===== config.mk =====
export PLATFORM = sky130hd
export DESIGN_NAME = ucie_ctl_fdi_lp_driver
export DESIGN_NICKNAME = d
export VERILOG_FILES = /design/src/rtl/ucie_ctl_fdi_lp_driver.sv
export SDC_FILE = /design/constraint.sdc
export NUM_CORES = 1
export LEC_CHECK = 0
export CORE_ASPECT_RATIO = 1.75
export CORE_MARGIN = 1.5
export CORE_UTILIZATION = 56
export DETAILED_ROUTE_END_ITERATION = 12
export GPL_TIMING_DRIVEN = 1
export PLACE_DENSITY_LB_ADDON = 0.1
export SYNTH_ARGS = -nofsm -noshare
export SYNTH_HDL_FRONTEND = slang
export SYNTH_SLANG_ARGS = --single-unit

===== constraint.sdc =====
create_clock -name i_clk -period 2.5 [get_ports i_clk]
set_input_delay 0.5 -clock i_clk [delete_from_list [all_inputs] [get_ports i_clk]]
set_output_delay 0.5 -clock i_clk [all_outputs]
set_load 0.01 [all_outputs]

===== src/rtl/ucie_ctl_fdi_lp_driver.sv =====
// rtl/ucie_ctl_fdi_lp_driver.sv - FDI protocol-layer driver: link sequencing, TX flit FIFO, RX flit register
module ucie_ctl_fdi_lp_driver #(
    parameter int NBYTES      = 8,
    parameter int FIFO_DEPTH  = 4,
    parameter int TIMEOUT_CYC = 1024
) (
    input  logic                  i_clk,
    input  logic                  i_rst_n,
    input  logic                  i_link_en,
    input  logic                  i_linkerror_req,
    input  logic                  i_tx_valid,
    input  logic [NBYTES*8-1:0]   i_tx_data,
    output logic                  o_tx_ready,
    input  logic [3:0]            i_fdi_pl_state_sts,
    input  logic                  i_fdi_pl_inband_pres,
    input  logic                  i_fdi_pl_rx_active_req,
    input  logic                  i_fdi_pl_trdy,
    input  logic                  i_fdi_pl_valid,
    input  logic [NBYTES*8-1:0]   i_fdi_pl_data,
    output logic [3:0]            o_fdi_lp_state_req,
    output logic                  o_fdi_lp_rx_active_sts,
    output logic                  o_fdi_lp_linkerror,
    output logic                  o_fdi_lp_irdy,
    output logic                  o_fdi_lp_valid,
    output logic [NBYTES*8-1:0]   o_fdi_lp_data,
    output logic                  o_rx_valid,
    output logic [NBYTES*8-1:0]   o_rx_data,
    output logic                  o_rx_drop,
    output logic                  o_link_up,
    output logic                  o_timeout,
    output logic [15:0]           o_tx_count
);
    localparam int DW = NBYTES * 8;
    localparam int AW = $clog2(FIFO_DEPTH);
    localparam int TW = $clog2(TIMEOUT_CYC + 1);
    localparam logic [AW:0]   CNT_ONE  = (AW+1)'(1);
    localparam logic [AW:0]   CNT_FULL = (AW+1)'(FIFO_DEPTH);
    localparam logic [AW-1:0] PTR_ONE  = AW'(1);
    localparam logic [TW-1:0] TMR_ONE  = TW'(1);
    localparam logic [TW-1:0] TMR_LAST = TW'(TIMEOUT_CYC - 1);

    localparam logic [3:0] REQ_NOP       = 4'b0000;
    localparam logic [3:0] REQ_ACTIVE    = 4'b0001;
    localparam logic [3:0] REQ_LINKRESET = 4'b1001;
    localparam logic [3:0] STS_RESET     = 4'b0000;
    localparam logic [3:0] STS_ACTIVE    = 4'b0001;
    localparam logic [3:0] STS_LINKERR   = 4'b1010;
    localparam logic [3:0] STS_RETRAIN   = 4'b1011;

    typedef enum logic [2:0] {
        S_IDLE, S_BRINGUP, S_ACTIVE, S_RETRAIN, S_TEARDOWN, S_ERROR
    } state_t;

    state_t          state, state_nxt;
    logic [TW-1:0]   timer;
    logic            timer_hit;
    logic            ready_en;
    logic [DW-1:0]   mem [FIFO_DEPTH];
    logic [AW-1:0]   wr_ptr, rd_ptr;
    logic [AW:0]     count;
    logic            full, empty, push, pop, flush;

    assign timer_hit = (timer == TMR_LAST);

    always_comb begin
        state_nxt = state;
        if (i_linkerror_req) begin
            state_nxt = S_ERROR;
        end else begin
            case (state)
                S_IDLE:     if (i_link_en && i_fdi_pl_inband_pres) state_nxt = S_BRINGUP;
                S_BRINGUP: begin
                    if (i_fdi_pl_state_sts == STS_ACTIVE) state_nxt = S_ACTIVE;
                    else if (timer_hit)                   state_nxt = S_ERROR;
                    else if (!i_link_en)                  state_nxt = S_IDLE;
                end
                S_ACTIVE: begin
                    if (i_fdi_pl_state_sts == STS_RETRAIN)      state_nxt = S_RETRAIN;
                    else if (i_fdi_pl_state_sts == STS_LINKERR) state_nxt = S_ERROR;
                    else if (!i_link_en)                        state_nxt = S_TEARDOWN;
                end
                S_RETRAIN: begin
                    if (i_fdi_pl_state_sts == STS_ACTIVE)       state_nxt = S_ACTIVE;
                    else if (i_fdi_pl_state_sts == STS_LINKERR) state_nxt = S_ERROR;
                end
                S_TEARDOWN: if (i_fdi_pl_state_sts == STS_RESET) state_nxt = S_IDLE;
                S_ERROR:    if (i_fdi_pl_state_sts == STS_RESET) state_nxt = S_IDLE;
                default:    state_nxt = S_IDLE;
            endcase
        end
    end

    // Outputs are registered from the next state so they line up with the state register.
    always_ff @(posedge i_clk or negedge i_rst_n) begin
        if (!i_rst_n) begin
            state                  <= S_IDLE;
            timer                  <= '0;
            o_timeout              <= 1'b0;
            o_fdi_lp_state_req     <= REQ_NOP;
            o_fdi_lp_linkerror     <= 1'b0;
            o_link_up              <= 1'b0;
            o_fdi_lp_rx_active_sts <= 1'b0;
        end else begin
            state <= state_nxt;
            if (state_nxt == S_BRINGUP && state != S_BRINGUP)
                timer <= '0;
            else if (state == S_BRINGUP && !timer_hit)
                timer <= timer + TMR_ONE;
            if (state == S_BRINGUP && timer_hit && i_fdi_pl_state_sts != STS_ACTIVE)
                o_timeout <= 1'b1;
            case (state_nxt)
                S_BRINGUP, S_ACTIVE, S_RETRAIN: o_fdi_lp_state_req <= REQ_ACTIVE;
                S_TEARDOWN:                     o_fdi_lp_state_req <= REQ_LINKRESET;
                default:                        o_fdi_lp_state_req <= REQ_NOP;
            endcase
            o_fdi_lp_linkerror     <= (state_nxt == S_ERROR);
            o_link_up              <= (state_nxt == S_ACTIVE);
            o_fdi_lp_rx_active_sts <= (state_nxt != S_ERROR) && i_fdi_pl_rx_active_req;
        end
    end

    assign full          = (count == CNT_FULL);
    assign empty         = (count == '0);
    assign o_tx_ready    = ready_en && !full;
    assign o_fdi_lp_irdy = (state == S_ACTIVE) && !empty;
    assign o_fdi_lp_valid = o_fdi_lp_irdy;
    assign o_fdi_lp_data = mem[rd_ptr];
    assign push          = i_tx_valid && o_tx_ready;
    assign pop           = o_fdi_lp_irdy && i_fdi_pl_trdy;
    assign flush         = (state_nxt == S_ERROR && state != S_ERROR) ||
                           (state_nxt == S_IDLE  && state != S_IDLE);

    always_ff @(posedge i_clk or negedge i_rst_n) begin
        if (!i_rst_n) begin
            ready_en   <= 1'b0;
            wr_ptr     <= '0;
            rd_ptr     <= '0;
            count      <= '0;
            o_tx_count <= '0;
            for (int i = 0; i < FIFO_DEPTH; i++) mem[i] <= '0;
        end else begin
            ready_en <= 1'b1;
            // A flit popped on the flush cycle has already left on the bus, so it is still counted.
            if (pop && o_tx_count != 16'hFFFF)
                o_tx_count <= o_tx_count + 16'd1;
            if (flush) begin
                wr_ptr <= '0;
                rd_ptr <= '0;
                count  <= '0;
            end else begin
                if (push) begin
                    mem[wr_ptr] <= i_tx_data;
                    wr_ptr      <= wr_ptr + PTR_ONE;
                end
                if (pop) rd_ptr <= rd_ptr + PTR_ONE;
                case ({push, pop})
                    2'b10:   count <= count + CNT_ONE;
                    2'b01:   count <= count - CNT_ONE;
                    default: count <= count;
                endcase
            end
        end
    end

    always_ff @(posedge i_clk or negedge i_rst_n) begin
        if (!i_rst_n) begin
            o_rx_valid <= 1'b0;
            o_rx_drop  <= 1'b0;
            o_rx_data  <= '0;
        end else begin
            o_rx_valid <= i_fdi_pl_valid && o_fdi_lp_rx_active_sts;
            o_rx_drop  <= i_fdi_pl_valid && !o_fdi_lp_rx_active_sts;
            if (i_fdi_pl_valid && o_fdi_lp_rx_active_sts)
                o_rx_data <= i_fdi_pl_data;
        end
    end
endmodule


## Yosys cells after proc, flatten, opt, wreduce, memory -nomap -nowiden

Index checks and enable logic that the tools add are counted.

| word-level totals | value |
|---|---|
| output and inout bits | 157 |
| flip-flop bits (word level) | 368 |
| latch bits | 0 |
| ROM bits | 0 |
| word-level logic and storage cells | 113 |
| memories kept | 0 |
| input bits | 141 |
| memory bits (writable) | 0 |

| cells by class | value |
|---|---|
| $lt $le $gt $ge | 3 |
| eq/ne operators | 22 |
| shift operators | 0 |
| add/subtract/negate cells | 6 |
| bitwise operators | 3 |
| div/mod/pow operators | 0 |
| muxes and demuxes | 27 |
| reduce and logical (&&, ||, !) cells | 33 |
| multiply operators | 0 |

Operators with widths:

| cell | count |
|---|---|
| $bwmux 256 | 1 |
| $mux 64 | 3 |
| $bmux 64 s2 | 1 |
| $demux 64 s2 | 1 |
| $mux 3 | 12 |
| $mux 11 | 2 |
| $add 16x1->16 const B | 1 |
| $logic_and 1x1->1 | 16 |
| $ne 16x16->1 const B | 1 |
| $eq 3x3->1 const B | 5 |
| $pmux 3 s5 | 1 |
| $eq 3x2->1 const B | 4 |
| $add 11x1->11 const B | 1 |
| $eq 11x10->1 const B | 1 |
| $logic_not 3->1 | 3 |
| $eq 4x4->1 const B | 2 |
| $mux 2 | 4 |
| $pmux 4 s2 | 1 |
| $eq 3x1->1 const B | 2 |
| $ge 3x3->1 const B | 2 |
| $ne 3x3->1 const B | 2 |
| $not 2->3 | 2 |
| $pmux 3 s2 | 1 |
| $reduce_bool 2->1 | 3 |
| 17 further kinds | 22 |

## Longest topological paths before layout

Gate-level depths: netlist of the first run.

| logic depth | value |
|---|---|
| depth after elaboration | 10 |
| depth in mapped cells | 11 |
| mapped depth without buffers | 9 |

## Worst setup path after synthesis of the first run

No wires, ideal clock.

| timing path | value |
|---|---|
| path kind | register to output |
| from | register rd_ptr[0] |
| to | output port o_fdi_lp_data[55] |
| slack | 0.310 ns |
| data required time | 2.000 ns |
| cell stages (with the launch flop) | 4 |
| arrival time | 1.690 ns |
| path through | dfrtp_1 > buf_2 > buf_1 > mux4_2 |

| on the way | value |
|---|---|
| longest elaborated chain between the ends | 4 |

RTL lines:

| what | line | source |
|---|---|---|
| from (decl) | 59 | `logic [AW-1:0] wr_ptr, rd_ptr;` |
| from (signal assigned) | 155 | `if (pop) rd_ptr <= rd_ptr + PTR_ONE;` |
| $not 2->3 (not written as such) | 127 | `assign o_fdi_lp_data = mem[rd_ptr];` |
| $bmux 64 s2 | 127 |  |
| $mux 64 (not written as such) (2 in series) | 127 |  |
| to (decl) | 25 | `output logic [NBYTES*8-1:0] o_fdi_lp_data,` |

Every way passes these cells. The select of a mux whose other input is x is not followed.

## Worst setup path after layout of the first run

| timing path | value |
|---|---|
| from | register rd_ptr[0] |
| to | output port o_fdi_lp_data[39] |

Same word-level chain as after synthesis.

==> flow_metrics.env, run 1 <==
export IMPL_gp_congestion=0.820
export IMPL_crit_chain="buf_12, buf_12, buf_6, mux4_2, buf_6"
export IMPL_place_ws_ns=-0.488
export IMPL_hold_end="o_timeout"
export IMPL_rsz0062_at_grt="yes"
export IMPL_violations="negative setup slack"
export IMPL_crit_slowest_cell="dfrtp_4"
export IMPL_syn_inst=2304
export IMPL_clock_sinks=366
export IMPL_leakage_nw=9.78
export IMPL_layout_drive_gt1_share=0.200
export IMPL_die_h_um=267
export IMPL_antenna_found_initial=4
export IMPL_fmax_mhz=381
export IMPL_fin_crit_sh=1.05
export IMPL_die_w_um=154
export IMPL_worstHoldStart="o_timeout"
export IMPL_final_area_mm2=0.0281
export IMPL_insertion_delay_ns=0.54
export IMPL_drc_errors=0
export IMPL_ir_worst_vdd_mv=0.755
export IMPL_drt_wl_total_mm=67.6
export IMPL_finalHoldViolCount=0
export IMPL_crit_required_ns=2.00
export IMPL_ant_nets=0
export IMPL_wl_per_cell_um=22.6
export IMPL_status="finished with violations"
export IMPL_grt_pass1_vias=20600
export IMPL_syn_area_mm2=0.0224
export IMPL_reg2reg_depth=8
export IMPL_critPathKind="reg2out"
export IMPL_slowest_delay_ns=0.53
export IMPL_vias=20600
export IMPL_crit_buf_inv=4
export IMPL_cp_end_kind="output port"
export IMPL_drv_cap=0
export IMPL_dpl_hpwl_mm=41.8
export IMPL_root_buffer="clkbuf_16"
export IMPL_r2r_start="state[1]"
export IMPL_slew_headroom=0.561
export IMPL_grt_pass1_wl_mm=109
export IMPL_fin_ws_ns=-0.125
export IMPL_hold_class="reg2reg"
export IMPL_initial_utilization=0.570
export IMPL_clock_skew_ns=0.0139
export IMPL_synthDistinctLibCells=58
export IMPL_slew_violations=0
export IMPL_dr_pass1_iters=6
export IMPL_critical_path_top_delay_family="buffers and inverters"
export IMPL_via_per_inst=6.90
export IMPL_cp_arrival_ns=2.12
export IMPL_setup_viol=51
export IMPL_dieArea_mm2=0.0412
export IMPL_synth_warnings=0
export IMPL_area_growth_pct=25.6
export IMPL_min_period_ns=2.62
export IMPL_p_total_mw=27.1
export IMPL_nets=2623
export IMPL_ys_seq_area_frac=0.409
export IMPL_cellPowerDensity_mw_per_mm2=965
export IMPL_clk_pin_slew_ns=0.07
export IMPL_io_pin_count=298
export IMPL_row_count=96
export IMPL_port_buffers=295
export IMPL_ys_flop_type="dfrtp_1"
export IMPL_placed_area_mm2=0.0265
export IMPL_crit_fanout=7
export IMPL_grt_overflow_total=0
export IMPL_setup_worst_path_start_class="flip-flop"
export IMPL_avgSynthCellArea_um2=9.72
export IMPL_grt_max_degree=136
export IMPL_holdPathStages=1
export IMPL_worstMarginPinSlew_ns=0.658
export IMPL_r2r_setup_slack_ns=0.16
export IMPL_core_area_mm2=0.0393
export IMPL_clk_path_buf_depth=3
export IMPL_ys_ff_latch=366
export IMPL_drt_iter0_markers=1730
export IMPL_cts_tree="built"
export IMPL_rr_endpoint="mem[214]"
export IMPL_cts_made_buffers=37
export IMPL_grtUsageTotal=0.325
export IMPL_ys_async_sr_fraction=1.00
export IMPL_htree_num_levels=2
export IMPL_synth_edff_count=0
export IMPL_whs_ns=0.485
-- repair_timing --
action / 4_1_cts / 5_1_grt
gates cloned: 4 / 2
buffers inserted: 17 / 5
endpoints found under the hold margin: 44 / 0
pin swaps: 1 / 3
hold buffers: 1 / 0
setup endpoints to repair: 66 / 303
gates resized for setup: 324 / 32
-- metal layers --
layer,vias to the layer above,GRT usage,share of wire
li1,9177,-,-
met1,10300,0.390,0.38
met2,943,0.567,0.51
met3,187,0.0434,0.064
met4,2,0.171,0.050
met5,-,0,0.00019
-- per-stage QoR --
step | util | TNS [ns] | cells
final | 0.716 | -2.32 | 2991
after global routing | 0.716 | -4.40 | 2991
after CTS | 0.714 | -4.97 | 2986
after detailed placement | 0.674 | -115.86 | 2903
after global placement | 0.674 | -103.00 | 2903
after floorplan | - | 0 | 2305
-- placed cells by master, fill, tap and decap left out, types with 10 or more instances in the layout --
cell type and n:
xor2_1 10, nor2_1 19, nand3_1 266, buf_4 96
o211ai_1 216, mux2_2 66, nand4_1 264, buf_6 68
a21oi_1 11, nand2_1 16, nor2b_1 259, dfrtp_1 362
buf_12 72, clkbuf_16 40, o211ai_2 40, mux4_2 64
a31oi_1 256, clkdlybuf4s50_1 226, xnor2_1 17
-- area by class of cell --
type	instances	area [um2]
clock inverter	13	173
tap	490	613
clock buffer	49	1050
multi-input combinational	1583	11700
antenna	3	7.51
inverter	8	30.0
sequential	366	9170
timing repair buffer	479	5350
fill	2873	11200
-- cells by family (layout without fill, tap and decap cells) --
family | Yosys count | in the layout | synth area share
AND/OR/NAND/NOR | 866 | 866 | 0.226
multiplexers | 133 | 133 | 0.0989
XOR/XNOR | 27 | 27 | 0.0106
buffers and inverters | 357 | 549 | 0.0732
other | 2 | 6 | 0.000335
adder cells (fa/ha/maj) | 7 | 7 | 0.00425
AO/OA/AOI/OAI | 546 | 547 | 0.177
flip-flops | 366 | 366 | 0.409
-- state kept, by name (all words and copies together) (netlist names), 2 cells and up --
register	cells
timer	11
o_fdi_lp_state_req	2
count	3
o_tx_count	16
state	3
mem	256
wr_ptr	2
o_rx_data	64
rd_ptr	2
-- power breakdown --
group | internal [mW] | total [mW] | switching [mW]
Sequential | 7.51 | 8.66 | 1.15
Clock | 3.38 | 5.81 | 2.44
Combinational | 6.01 | 12.7 | 6.67
Total | 16.9 | 27.1 | 10.3
-- how the worst max path moves through the flow --
| stage | from | to | cells past startpoint |
|---|---|---|---|
| final | rd_ptr[0] | o_fdi_lp_data[39] | 5 |
| after global routing | rd_ptr[0] | o_fdi_lp_data[39] | 5 |
| after CTS | rd_ptr[0] | o_fdi_lp_data[59] | 4 |
| after detailed placement | i_fdi_pl_state_sts[1] | mem[26] | 9 |
| after global placement | i_fdi_pl_state_sts[3] | mem[7] | 9 |
| after floorplan | rd_ptr[0] | o_fdi_lp_data[55] | 3 |
-- Yosys cell counts, types with 11 or more instances --
library cell	number	area [um2]
nor2b_1	259	1620
nand4_1	264	1650
a21oi_1	11	55.1
xnor2_1	17	149
mux2_2	66	743
buf_1	17	63.8
nand3_1	266	1330
clkbuf_1	185	694
nand2_1	17	63.8
buf_4	28	210
o211ai_2	40	500
mux4_2	64	1440
buf_2	112	561
o211ai_1	216	1620
nor2_1	20	75.1
a31oi_1	256	1600
dfrtp_1	366	9160
No activity file was read; power rests on OpenSTA's default activity.
==> run 2: changes to the inputs <==
--- a/config.mk
+++ b/config.mk
@@ -13,2 +13,3 @@
 export PLACE_DENSITY_LB_ADDON = 0.1
+export SETUP_SLACK_MARGIN = 0.15
 export SYNTH_ARGS = -nofsm -noshare
==> constraint.sdc (replaced) <==
create_clock -name i_clk -period 2.5 [get_ports i_clk]
set_input_delay 0.25 -clock i_clk [delete_from_list [all_inputs] [get_ports i_clk]]
set_output_delay 0.25 -clock i_clk [all_outputs]
set_load 0.01 [all_outputs]
==> run 2 against run 1 <==
  * The run now ends clean
  * Clock-buffer cell count shrank 1
  * Largest power group unchanged
  * Wire length shrank 1.5%
  * Sequential cell count is the same
  * Sequential share of layout area grew 0.56 points
  * Combinational power shrank 5%
  * Maximum frequency grew 10%
  * Sequential power is essentially flat
  * Critical path depth is the same
  * Cell count shrank 0.87%
  * Worst setup slack gained 0.25 ns
==> flow_metrics.env, run 2 (synthesized netlist as in run 1, its figures left out) <==
export IMPL_crit_required_ns=2.25
export IMPL_whs_ns=0.236
export IMPL_initial_utilization=0.570
export IMPL_top_register="mem"
export IMPL_setup_viol=0
export IMPL_pwr_share_comb=0.454
export IMPL_cp_arrival_ns=2.13
export IMPL_root_buffer="clkbuf_16"
export IMPL_fmax_mhz=421
export IMPL_p_sw_mw=10.3
export IMPL_largest_reg_flops=256
export IMPL_row_count=96
export IMPL_min_period_ns=2.38
export IMPL_nets=2591
export IMPL_grtUsageTotal=0.319
export IMPL_grt_overflow_total=0
export IMPL_layout_drive_gt1_share=0.192
export IMPL_ant_nets=0
export IMPL_place_inst=2868
export IMPL_drc_errors=0
export IMPL_layout_cells_non_filler=2965
export IMPL_dieArea_mm2=0.0412
export IMPL_grt_pass1_wl_mm=108
export IMPL_cellPowerDensity_mw_per_mm2=967
export IMPL_via_per_inst=6.95
export IMPL_seqPwrFrac=0.323
export IMPL_dpl_hpwl_mm=40.5
export IMPL_die_w_um=154
export IMPL_setup_worst_path_start_class="flip-flop"
export IMPL_port_buffers=295
export IMPL_cp_end_kind="output port"
export IMPL_grt_max_degree=121
export IMPL_gp_congestion=0.795
export IMPL_cts_tree="built"
export IMPL_insertion_delay_ns=0.55
export IMPL_layout_common_cells="dfrtp_1 (362), nand3_1 (266), nand4_1 (264)"
export IMPL_p_sw_frac=0.384
export IMPL_drt_iter0_markers=1768
export IMPL_antenna_found_initial=3
export IMPL_leakage_nw=9.50
export IMPL_slew_violations=0
export IMPL_status="finished, final reports clean"
export IMPL_worstMarginPinSlew_ns=0.776
export IMPL_ir_worst_vdd_mv=0.803
export IMPL_wl_per_cell_um=22.5
export IMPL_io_pin_count=298
export IMPL_drv_cap=0
export IMPL_clk_path_buf_depth=3
export IMPL_crit_fanout=8
export IMPL_mostFrequentLayoutCell="dfrtp_1"
export IMPL_area_growth_pct=23.5
export IMPL_drt_wl_total_mm=66.6
export IMPL_slew_headroom=0.483
export IMPL_die_h_um=267
export IMPL_grt_pass1_vias=20500
export IMPL_power_share_clock=0.222
export IMPL_cts_made_buffers=38
export IMPL_core_area_mm2=0.0393
export IMPL_clock_skew_ns=0.0253
export IMPL_finalHoldViolCount=0
export IMPL_power_internal_mw=16.5
export IMPL_dr_pass1_iters=7
export IMPL_top_regs="mem (256), o_rx_data (64), o_tx_count (16)"
export IMPL_hold_class="in2async"
export IMPL_clock_sinks=366
export IMPL_vias=20600
export IMPL_rsz0062_at_grt="yes"
export IMPL_fin_crit_sh=0.951
export IMPL_clk_pin_slew_ns=0.06
export IMPL_critPathKind="reg2out"
export IMPL_htree_num_levels=2
## run 2: changes by cell type in the layout (fill, tap and decap cells not counted), moves of 6 or more
cell,change
buf_6,-64
clkbuf_2,+30
buf_4,-21
buf_2,+16
buf_12,-6
buf_16,+6
## run 2: critical path, cell delays in order (launching register included)
cell and delay, ns:
dfrtp_4 0.50, buf_12 0.16, buf_16 0.16, buf_6 0.12
mux4_2 0.46, buf_6 0.16
## run 2: stage by stage
step	worst slack (ns)	TNS [ns]	utilization	instance area, um2	power [mW]
after global placement	-0.206	-39.66	0.667	26200	20.5
after floorplan	0.377	0	-	22400	16.5
final	0.123	0	0.704	27600	26.7
after CTS	0.0108	0	0.702	27600	26.8
after global routing	0.0721	0	0.704	27600	28.4
after detailed placement	-0.281	-54.42	0.667	26200	21.0
## run 2: layout make-up
| class | count | area, um2 |
|---|---|---|
| antenna | 3 | 7.51 |
| clock buffer | 48 | 1070 |
| clock inverter | 21 | 206 |
| fill | 2958 | 11600 |
| inverter | 8 | 30.0 |
| multi-input combinational | 1582 | 11700 |
| sequential | 366 | 9170 |
| tap | 490 | 613 |
| timing repair buffer | 447 | 4830 |
## run 2: layer usage
metal	share of wire	vias up	wire (um)	track usage
met3	0.059	140	3950	0.0416
li1	-	9134	-	-
met4	0.038	0	2530	0.149
met5	0	-	0	0
met2	0.52	945	34800	0.566
met1	0.38	10400	25400	0.384
## run 2: power groups by stage
| stage | Combinational, mW | Sequential, mW | Clock, mW |
|---|---|---|---|
| detailed placement | 12.3 | 8.72 | 0 |
| finish | 12.1 | 8.64 | 5.94 |
| global route | 13.2 | 8.85 | 6.26 |
| CTS | 12.1 | 8.62 | 6.05 |
| global placement | 11.9 | 8.60 | 0 |
| floorplan | 7.93 | 8.58 | 0 |
## run 2: final timing paths
check | from | end | slack, ns | depth (start not counted)
worst max-delay path | rd_ptr[0] | o_fdi_lp_data[34] | 0.12 | 5
worst min-delay path | i_rst_n | o_rx_data[22] | 0.24 | 2
worst max register to register | state[2] | mem[169] | 0.18 | 7
worst min register to register | o_timeout | o_timeout | 0.48 | 1
max in group asynchronous | i_rst_n | mem[158] | 1.41 | 3
min in group i_clk | i_fdi_pl_rx_active_req | o_fdi_lp_rx_active_sts | 0.25 | 2
## run 2: repair_timing
item / in CTS / in global routing
setup endpoints to repair: 145 / 307
buffers inserted: 4 / 14
gates cloned: 4 / 2
hold endpoints to repair: 56 / 0
gates resized for setup: 169 / 73
hold buffers: 1 / 0
==> run 3: changes to the inputs <==
CORE_ASPECT_RATIO = not set   (was 1.75)
SKIP_LAST_GASP = 1   (was not set)
==> run 3 against run 2 <==
  * Sequential power is essentially flat
  * Critical path depth stayed put
  * Clock power increased by 10%
  * Cell count rose by 1.5%
  * Largest power group unchanged
  * Clock skew fell by 0.0080 ns
==> flow_metrics.env, run 3 (synthesized netlist as in run 1, its figures left out) <==
export IMPL_status="finished, final reports clean"
export IMPL_mostFrequentLayoutCell="dfrtp_1"
export IMPL_cellPowerDensity_mw_per_mm2=981
export IMPL_cts_made_buffers=42
export IMPL_fin_ws_ns=0.0849
export IMPL_fmax_mhz=414
export IMPL_power_internal_mw=17.2
export IMPL_placed_area_mm2=0.0263
export IMPL_fin_util=0.710
export IMPL_top_register="mem"
export IMPL_via_per_inst=6.82
export IMPL_worstMarginPinSlew_ns=0.556
export IMPL_clock_sinks=366
export IMPL_critPathKind="reg2out"
export IMPL_top_regs="mem (256), o_rx_data (64), o_tx_count (16)"
export IMPL_htree_num_levels=2
export IMPL_final_area_mm2=0.0281
export IMPL_clk_pin_slew_ns=0.05
export IMPL_slew_violations=0
export IMPL_rsz0062_at_grt="yes"
export IMPL_grt_pass1_vias=20100
export IMPL_layout_drive_gt1_share=0.193
export IMPL_drv_cap=0
export IMPL_finalHoldViolCount=0
export IMPL_p_sw_mw=10.3
export IMPL_seqPwrFrac=0.314
export IMPL_clock_skew_ns=0.0173
export IMPL_dr_pass1_iters=5
export IMPL_crit_required_ns=2.25
export IMPL_area_growth_pct=25.4
export IMPL_core_area_mm2=0.0395
export IMPL_place_inst=2903
export IMPL_min_period_ns=2.42
export IMPL_dieArea_mm2=0.0412
export IMPL_cp_arrival_ns=2.17
export IMPL_r2r_setup_slack_ns=0.22
export IMPL_grt_overflow_total=0
export IMPL_setup_worst_path_start_class="flip-flop"
export IMPL_antenna_found_initial=2
export IMPL_r2r_start="state[1]"
export IMPL_grtUsageTotal=0.319
export IMPL_insertion_delay_ns=0.57
export IMPL_setup_viol=0
export IMPL_port_buffers=295
export IMPL_vias=20500
export IMPL_pwr_share_comb=0.448
export IMPL_io_pin_count=298
export IMPL_drt_wl_total_mm=66.9
export IMPL_leakage_nw=9.66
export IMPL_root_buffer="clkbuf_16"
export IMPL_power_share_clock=0.237
export IMPL_drt_iter0_markers=2051
export IMPL_fin_crit_sh=0.966
export IMPL_layout_common_cells="dfrtp_1 (361), nand3_1 (266), nand4_1 (264)"
export IMPL_place_ws_ns=-0.304
export IMPL_cts_tree="built"
export IMPL_p_total_mw=27.5
export IMPL_slew_headroom=0.628
export IMPL_ir_worst_vdd_mv=0.640
export IMPL_row_count=73
export IMPL_crit_fanout=7
export IMPL_reg2reg_depth=8
export IMPL_grt_max_degree=103
export IMPL_grt_pass1_wl_mm=108
export IMPL_initial_utilization=0.566
export IMPL_gp_congestion=0.845
export IMPL_clk_path_buf_depth=3
export IMPL_layout_cells_non_filler=3008
export IMPL_ant_nets=0
export IMPL_die_h_um=203
export IMPL_wl_per_cell_um=22.2
export IMPL_die_w_um=203
export IMPL_drc_errors=0
export IMPL_dpl_hpwl_mm=40.2
export IMPL_largest_reg_flops=256
export IMPL_hold_class="in2async"
export IMPL_p_sw_frac=0.374
export IMPL_nets=2597
export IMPL_rr_endpoint="mem[250]"
export IMPL_cp_end_kind="output port"
-- run 3: cell type report --
class	instances	area, um2
Clock buffer	66	1310
Sequential cell	366	9170
Inverter	8	30.0
Fill cell	2888	11500
Antenna cell	3	7.51
Tap cell	525	657
Timing Repair Buffer	449	5010
Clock inverter	9	151
Multi-Input combinational cell	1582	11700
-- run 3: metrics by stage --
stage          hold WS [ns]  TNS, ns
2_1_floorplan       -0.0456        0
3_3_place_gp          0.235   -39.93
3_5_place_dp          0.241   -51.17
4_1_cts               0.231        0
5_1_grt               0.261        0
6_report              0.241        0
-- run 3: worst max path at each step --
stage | endpoint | cells past startpoint | slack (ns) | start
6_report | o_fdi_lp_data[62] | 5 | 0.08 | rd_ptr[0]
5_1_grt | o_fdi_lp_data[62] | 5 | 0.08 | rd_ptr[0]
2_1_floorplan | mem[0] | 11 | 0.38 | state[2]
3_5_place_dp | mem[250] | 9 | -0.30 | i_fdi_pl_state_sts[1]
4_1_cts | o_fdi_lp_data[34] | 4 | 0.04 | rd_ptr[0]
3_3_place_gp | mem[123] | 9 | -0.20 | i_fdi_pl_state_sts[1]
-- run 3: repair_timing --
action | CTS | global route
endpoints found under the setup margin | 118 | 292
cloned | 2 | 3
hold buffers | 1 | 0
buffers inserted | 12 | 9
pin swaps | 0 | 8
gates resized for setup | 196 | 71
hold endpoints to repair | 50 | 0
-- run 3: critical path, stage by stage, from the launching register on --
cell and delay, ns:
dfrtp_4 0.50, buf_12 0.17, buf_12 0.13, buf_16 0.14
mux4_2 0.50, buf_6 0.16
-- run 3: layer usage --
layer	up-vias	part of all wire	track usage
li1	9157	-	-
met3	161	0.072	0.0478
met5	-	0.00025	0
met2	917	0.48	0.523
met1	10300	0.42	0.427
met4	2	0.033	0.123
-- run 3: power by group through the flow --
stage | Combinational [mW] | Clock, mW | Sequential [mW]
2_1_floorplan | 7.93 | 0 | 8.58
3_3_place_gp | 11.9 | 0 | 8.59
3_5_place_dp | 12.4 | 0 | 8.70
4_1_cts | 12.3 | 6.64 | 8.63
5_1_grt | 13.4 | 6.88 | 8.87
6_report | 12.3 | 6.54 | 8.66
